==> config.mk <==
export PLATFORM = sky130hd
export DESIGN_NAME = joypad_responder
export DESIGN_NICKNAME = d
export VERILOG_FILES = /design/src/rtl/nes_pad_pkg.sv /design/src/rtl/pad_input_sync.sv /design/src/rtl/joypad_responder.sv
export SDC_FILE = /design/constraint.sdc
export NUM_CORES = 1
export LEC_CHECK = 0
export CAP_MARGIN = 20
export CORE_ASPECT_RATIO = 0.9
export CORE_MARGIN = 5
export CORE_UTILIZATION = 54
export DETAILED_ROUTE_END_ITERATION = 12
export PLACE_DENSITY = 0.8
export RECOVER_POWER = 25
export SYNTH_ARGS = -nofsm -noshare
export SYNTH_HDL_FRONTEND = slang
export SYNTH_SLANG_ARGS = --single-unit
==> constraint.sdc <==
create_clock -name clk -period 3 [get_ports clk]
set_input_delay 0.3 -clock clk [delete_from_list [all_inputs] [get_ports clk]]
set_output_delay 0.3 -clock clk [all_outputs]
set_load 0.02 [all_outputs]
==> src/rtl/nes_pad_pkg.sv <==
// Shared constants for the NES joypad responder: button bit positions,
// pad width and the idle/reset line levels of the console-side wires.
package nes_pad_pkg;

  localparam int PAD_BITS  = 8;

  localparam int BTN_A      = 0;
  localparam int BTN_B      = 1;
  localparam int BTN_SELECT = 2;
  localparam int BTN_START  = 3;
  localparam int BTN_UP     = 4;
  localparam int BTN_DOWN   = 5;
  localparam int BTN_LEFT   = 6;
  localparam int BTN_RIGHT  = 7;

  localparam logic PAD_DATA_RST   = 1'b1;
  localparam logic PAD_CLK_IDLE   = 1'b1;
  localparam logic PAD_LATCH_IDLE = 1'b0;

  localparam logic [3:0] BIT_COUNT_MAX  = 4'(PAD_BITS);
  localparam logic [3:0] BIT_COUNT_LAST = 4'(PAD_BITS - 1);

  typedef logic [PAD_BITS-1:0] pad_bits_t;

endpackage

==> src/rtl/pad_input_sync.sv <==
// Synchronizer plus deglitch filter for one asynchronous console wire.
// Emits the accepted level and one-cycle pulses marking each accepted edge.
module pad_input_sync #(
  parameter int   SYNC_STAGES   = 2,
  parameter int   FILTER_CYCLES = 4,
  parameter logic RESET_VAL     = 1'b0
) (
  input  logic i_clk,
  input  logic i_rst_n,
  input  logic i_async,
  output logic o_level,
  output logic o_rise,
  output logic o_fall
);

  localparam int CNT_W = (FILTER_CYCLES > 1) ? $clog2(FILTER_CYCLES) : 1;
  localparam logic [CNT_W-1:0] CNT_MAX = CNT_W'(FILTER_CYCLES - 1);

  logic [SYNC_STAGES-1:0] r_sync;
  logic [CNT_W-1:0]       r_cnt;
  logic                   r_level;
  logic                   r_rise;
  logic                   r_fall;
  logic                   w_sync;

  assign w_sync = r_sync[SYNC_STAGES-1];

  // The counter tracks consecutive samples disagreeing with the accepted level;
  // any agreeing sample restarts it, so short pulses never reach the level.
  always_ff @(posedge i_clk or negedge i_rst_n) begin
    if (!i_rst_n) begin
      r_sync  <= {SYNC_STAGES{RESET_VAL}};
      r_cnt   <= '0;
      r_level <= RESET_VAL;
      r_rise  <= 1'b0;
      r_fall  <= 1'b0;
    end else begin
      r_sync <= {r_sync[SYNC_STAGES-2:0], i_async};
      r_rise <= 1'b0;
      r_fall <= 1'b0;
      if (w_sync == r_level) begin
        r_cnt <= '0;
      end else if (r_cnt == CNT_MAX) begin
        r_level <= w_sync;
        r_cnt   <= '0;
        r_rise  <= w_sync;
        r_fall  <= ~w_sync;
      end else begin
        r_cnt <= r_cnt + CNT_W'(1);
      end
    end
  end

  assign o_level = r_level;
  assign o_rise  = r_rise;
  assign o_fall  = r_fall;

endmodule

==> src/rtl/joypad_responder.sv <==
// Device-side NES joypad: CD4021-style parallel-load / serial-out register
// answering the console latch/clock polling protocol, A bit first, active-low.
module joypad_responder
  import nes_pad_pkg::*;
#(
  parameter int SYNC_STAGES   = 2,
  parameter int FILTER_CYCLES = 4
) (
  input  logic       clk,
  input  logic       rst,
  input  logic [7:0] buttons,
  input  logic       pad_latch,
  input  logic       pad_clk,
  output logic       pad_data,
  output logic [7:0] snapshot,
  output logic [3:0] bit_count,
  output logic       poll_done
);

  logic      w_latch_f;
  logic      w_latch_rise;
  logic      w_latch_fall;
  logic      w_clk_f;
  logic      w_clk_rise;
  logic      w_clk_fall;
  logic      w_unused_edges;

  pad_bits_t r_shreg;
  pad_bits_t r_snapshot;
  logic [3:0] r_bit_count;
  logic       r_poll_done;

  pad_input_sync #(
    .SYNC_STAGES  (SYNC_STAGES),
    .FILTER_CYCLES(FILTER_CYCLES),
    .RESET_VAL    (PAD_LATCH_IDLE)
  ) u_latch_sync (
    .i_clk  (clk),
    .i_rst_n(rst),
    .i_async(pad_latch),
    .o_level(w_latch_f),
    .o_rise (w_latch_rise),
    .o_fall (w_latch_fall)
  );

  pad_input_sync #(
    .SYNC_STAGES  (SYNC_STAGES),
    .FILTER_CYCLES(FILTER_CYCLES),
    .RESET_VAL    (PAD_CLK_IDLE)
  ) u_clk_sync (
    .i_clk  (clk),
    .i_rst_n(rst),
    .i_async(pad_clk),
    .o_level(w_clk_f),
    .o_rise (w_clk_rise),
    .o_fall (w_clk_fall)
  );

  assign w_unused_edges = w_latch_rise | w_clk_fall | w_clk_f;

  // Latch high is a continuous load and overrides any clock edge; shifting in
  // a zero makes reads past the eighth bit return "1" at the host.
  always_ff @(posedge clk or negedge rst) begin
    if (!rst) begin
      r_shreg     <= {PAD_BITS{PAD_DATA_RST}};
      r_snapshot  <= '0;
      r_bit_count <= '0;
      r_poll_done <= 1'b0;
    end else begin
      r_poll_done <= 1'b0;
      if (w_latch_f) begin
        r_shreg     <= ~buttons;
        r_bit_count <= '0;
      end else begin
        if (w_latch_fall) begin
          r_snapshot <= buttons;
        end
        if (w_clk_rise) begin
          r_shreg <= {1'b0, r_shreg[PAD_BITS-1:1]};
          if (r_bit_count < BIT_COUNT_MAX) begin
            r_bit_count <= r_bit_count + 4'd1;
          end
          if (r_bit_count == BIT_COUNT_LAST) begin
            r_poll_done <= 1'b1;
          end
        end
      end
    end
  end

  assign pad_data  = r_shreg[0];
  assign snapshot  = r_snapshot;
  assign bit_count = r_bit_count;
  assign poll_done = r_poll_done;

endmodule

==> flow_summary.toml, run 1 <==
[run_status]
status = "complete, but fails checks"
violations = "max-capacitance violations, max-slew violations"

[logic_synthesis]
synth_top_cell_area_share = 0.401
synthMuxAreaShare = 0.119
async_reset_ff_frac = 1.00
ys_ff_latch = 33
yosysMostFrequentCell = "dfrtp_1"
synth_xor_xnor_area_share = 0.0192
syn_nets = 110
synth_area_leaders = "dfrtp_1 (40%), dfstp_2 (21%), mux2_4 (8.8%)"
yosys.area_share.simple = 0.120
synth-edff-count = 0
syn_inst = 95
synth-main-ff-cell = "dfrtp_1"
yosysSeqAreaShare = 0.612
yosysTopAreaCell = "dfrtp_1"
synth_top_family_by_area = "simple AND/OR/NAND/NOR gates"
syn_area_per_cell_sq_um = 14.4
syn_area_sq_mm = 0.00137
yosys.area_share.adder = 0.0274
yosysUniqueCellTypes = 26
yosys_warnings = 0
synth_commonest_cells = "dfrtp_1 (22), dfstp_2 (11), a21oi_1 (8), mux2_4 (8), a211oi_1 (7)"
synth-compound-area-share = 0.0739

[layout]
multi_input_area_sq_um = 493
finalNetCount = 138
fin_util = 0.687
n_fill_cell = 171
drive_above_1_share = 0.234
antennaDiodeCount = 0
syn_to_final_growth_pct = 22.5
seqCellArea_sq_um = 840

[critical_path]
required_ns = 3.13
critPathTopFamily = "buffers and inverters"
cp_num_buf_inv = 2
critical_path_class = "input pin to asynchronous set/reset pin"
cpPeakStageDelay_ns = 1.21
r2r_slack_ns = 1.37
startpoint_type = "input pin"
cpMaxStageDelayCell = "clkbuf_1"
cp-end-kind = "asynchronous set/reset pin"
cp_cell_sequence = "dlygate4sd3_1 > clkbuf_1"
cp_max_fo = 33
worstPathArrival_ns = 2.04

[route]
ant_nets = 0
drt-met1-wl_microns = 1110
first_iter_violations = 22
wl_per_cell_microns = 15.3
vias = 820
drc = 0
wl_met2_microns = 1060
viasPerCell = 5.39
highest_layer = "met4"
wl_met3_microns = 115
wirelength_microns = 2330
dr.pass1.iters = 4

[timing]
final_hold_viol_count = 0
grt_setup_unrepaired = "no"
tightest_slew_ns = 1.69
fin_skew_ns = 0.000803
timing.fmax_mhz = 523
setup_violations = 0
fin_crit_sh = 0.637
worst_slew_margin_rel = -0.124
final.min_clock_period_ns = 1.91
setup_tns_ns = 0
drv_slew = 34

[die]
fp.dieArea_sq_mm = 0.00365
io_pins = 26
core_area_sq_mm = 0.00245
rows = 17
die_y_microns = 57.8
fp.dieW_microns = 63.1
start_util = 0.561

[grt]
grt_util_all_layers = 0.144
antenna_found_initial = 0
grt_pass1_vias = 828
grt-ovfl-total = 0
grt_pass1_wl_microns = 4060
grt_max_degree = 34

[power]
p_leak_uw = 0.000780
p_per_area_mw_per_mm2 = 914
peakVddDrop_mv = 0.604

[clock_tree]
hold_buffers = 0
clk_root_buffer_cell = "clkbuf_4"
clk_latency_ns = 0.32
cts_tree = "yes"
cts_resized = 0
clk_pin_slew_worst_paths_ns = 0.09
clock_path_buffers = 2
cts_setup_buffers = 0
numClockSinks = 33
h-tree-depth = 2
cts_made_buffers = 5

[placed_design]
port_buffers = 25
gp_congestion = 0.706
dp.final_hpwl_microns = 1620

[run]
drv_cap = 1

[min_path]
hold_path.class = "flip-flop to flip-flop"
==> cells in the final DEF, fill, tap and decap left out, types with 2 or more instances in the layout <==
cell	n
nand2b_1	2
clkdlybuf4s50_1	22
nor2b_1	4
dfstp_2	11
a21oi_1	8
clkbuf_1	3
mux2i_1	2
xnor2_1	2
dfrtp_1	22
ha_1	3
and2b_1	5
and3b_1	2
nor2_1	3
mux2_2	2
mux2_4	8
clkbuf_4	5
a211oi_1	7
dlygate4sd3_1	3
nor3_1	2
==> cells by family after synthesis <==
group,count (synthesis)
compound gates,16
xor+xnor,3
fa+ha+maj,3
buf+inv,5
flops,33
mux,12
simple gates,23
==> path summary, 6_finish.rpt <==
path / depth (start not counted) / end / startpoint
hold / removal: 0 / u_clk_sync.r_sync[1] / u_clk_sync.r_sync[0]
min in group asynchronous: 2 / snapshot[5] / rst
setup / recovery: 2 / bit_count[3] / rst
hold reg to reg: 0 / u_clk_sync.r_sync[1] / u_clk_sync.r_sync[0]
setup reg to reg: 2 / snapshot[4] / u_latch_sync.o_level
max in group clk: 1 / pad_data / r_shreg[0]
==> registers in the layout, summed over array words and instances, names as in the netlist, 2 cells and up <==
register	cells
bit_count	4
r_shreg	8
snapshot	8
u_clk_sync.r_cnt	2
u_clk_sync.r_sync	2
u_latch_sync.r_cnt	2
u_latch_sync.r_sync	2
==> layer usage <==
layer | track usage | vias to the layer above
met4 | 0.0545 | 0
met5 | 0 | -
li1 | - | 384
met2 | 0.211 | 22
met1 | 0.196 | 409
met3 | 0.0504 | 5
==> stage by stage <==
step	setup WS (ns)	cell area (sq um)	std cells	hold WS, ns	power, uW
after floorplan	1.86	1370	95	0.00441	1100
after global placement	1.46	1630	144	0.343	1270
after detailed placement	1.39	1630	144	0.349	1300
after CTS	1.24	1680	152	0.365	1560
after global routing	0.656	1680	152	0.363	1630
final	1.09	1680	152	0.365	1540
==> where the power goes <==
| group | switching (uW) | leakage, uW | internal (uW) |
|---|---|---|---|
| Sequential | 131 | 0.000393 | 638 |
| Combinational | 208 | 0.000354 | 306 |
| Clock | 137 | 0.0000326 | 116 |
| Total | 476 | 0.000780 | 1060 |
==> cell type report <==
class,count,area share
Sequential cell,33,0.500
Multi-Input combinational cell,57,0.293
Timing Repair Buffer,26,0.151
Clock buffer,8,0.0350
Tap cell,28,0.0208
Note: power is estimated with default switching activity, not from simulation.
==> run 2: changes to the inputs <==
- CORE_UTILIZATION: 54 -> 45
- PLACE_DENSITY: 0.8 -> 0.71
- clock period: 3 -> 1.7 ns (I/O delays scaled with it)
==> flow_summary.toml, run 2 (synthesis gave the netlist of run 1 again) <==
[run_status]
status = "completed"

[layout]
stdcell_count = 167
antennaDiodeCount = 0
syn_to_final_growth_pct = 23.9
finalNetCount = 139
drive_above_1_share = 0.256
final_cell_mix = "dfrtp_1 (22), clkdlybuf4s50_1 (22), dfstp_2 (11)"
fin_util = 0.567

[grt]
grt_pass1_wl_microns = 4080
grt-ovfl-total = 0
grt_max_degree = 34
antenna_found_initial = 0
grt_util_all_layers = 0.128
grt_pass1_vias = 917

[route]
viasPerCell = 5.04
wl_met2_microns = 1110
drt-met1-wl_microns = 985
highest_layer = "met4"
drc = 0
wl_met3_microns = 168
wl_per_cell_microns = 13.8
ant_nets = 0
dr.pass1.iters = 4
first_iter_violations = 28
vias = 842
wirelength_microns = 2310

[timing]
worst_slack_ns = 0.0603
setup_tns_ns = 0
grt_setup_unrepaired = "no"
timing.fmax_mhz = 610
tightest_slew_ns = 0.769
setup_violations = 0
drv_slew = 0
fin_crit_sh = 0.965
final.min_clock_period_ns = 1.64
worst_slew_margin_rel = 0.487
fin_skew_ns = 0.00863
final_hold_viol_count = 0

[critical_path]
cpMaxStageDelayCell = "clkdlybuf4s50_1"
critPathTopFamily = "buffers and inverters"
cp-end-kind = "primary output"
critical_path_class = "flip-flop to primary output"
cp_max_fo = 2
worstPathArrival_ns = 1.47
startpoint_type = "flip-flop"
cp_num_buf_inv = 1
cpPeakStageDelay_ns = 0.60
cp_cell_sequence = "clkdlybuf4s50_1"
required_ns = 1.53

[die]
core_area_sq_mm = 0.00300
start_util = 0.458
die_y_microns = 62.4
rows = 19
fp.dieW_microns = 68.2
fp.dieArea_sq_mm = 0.00425
io_pins = 26

[clock_tree]
clk_pin_slew_worst_paths_ns = 0.10
clk_latency_ns = 0.33
clk_root_buffer_cell = "clkbuf_4"
h-tree-depth = 2
numClockSinks = 33
cts_resized = 0
cts_made_buffers = 5
cts_setup_buffers = 0
clock_path_buffers = 2
cts_tree = "yes"
hold_buffers = 0

[placed_design]
port_buffers = 25
dp_slack_ns = 0.389
dp.final_hpwl_microns = 1600
place_inst = 159
gp_congestion = 0.698

[power]
p_leak_uw = 0.000787
peakVddDrop_mv = 0.697
p_per_area_mw_per_mm2 = 1580

[run]
drv_cap = 0

[min_path]
hold_path.class = "flip-flop to flip-flop"
## run 2: cell count changes in the layout (fill, tap and decap cells not counted), sizes merged
| cell | before | now |
|---|---|---|
| buf | 0 | 1 |
| clkbuf | 9 | 7 |
| clkinv | 0 | 2 |
## run 2: per-layer routing
| layer | vias to the layer above | GRT usage |
|---|---|---|
| met2 | 20 | 0.196 |
| met5 | - | 0 |
| met1 | 427 | 0.160 |
| met3 | 5 | 0.0558 |
| li1 | 390 | - |
| met4 | 0 | 0.0447 |
## run 2: final timing paths
| kind | start | to | slack [ns] | depth (start not counted) |
|---|---|---|---|---|
| min reg2reg | u_clk_sync.r_sync[0] | u_clk_sync.r_sync[1] | 0.36 | 0 |
| max in group asynchronous | rst | u_clk_sync.r_cnt[0] | 0.77 | 2 |
| max reg2reg | u_clk_sync.o_rise | bit_count[0] | 0.36 | 3 |
| max | r_shreg[0] | pad_data | 0.06 | 1 |
| min in group asynchronous | rst | snapshot[2] | 0.43 | 2 |
| min | u_clk_sync.r_sync[0] | u_clk_sync.r_sync[1] | 0.36 | 0 |
## run 2: cell type report
cell class              instances  area, sq um
clock buffers                   6         41.3
flip-flops and latches         33          840
multi-input cells              57          493
well taps                      42         52.6
clock inverters                 2         10.0
repair buffers                 27          263
fillers                       270         1300
## run 2: power by group
| part | switching [uW] | total (uW) | internal [uW] |
|---|---|---|---|
| sequential | 153 | 1280 | 1130 |
| clock | 264 | 421 | 157 |
| combinational | 437 | 992 | 555 |
## run 2: stage by stage
step           instance area, sq um  hold WS, ns  power (uW)
2_1_floorplan                  1370       -0.126        1950
3_3_place_gp                   1650        0.335        2260
3_5_place_dp                   1650        0.350        2300
4_1_cts                        1700        0.222        2730
5_1_grt                        1700        0.355        2880
6_report                       1700        0.361        2690
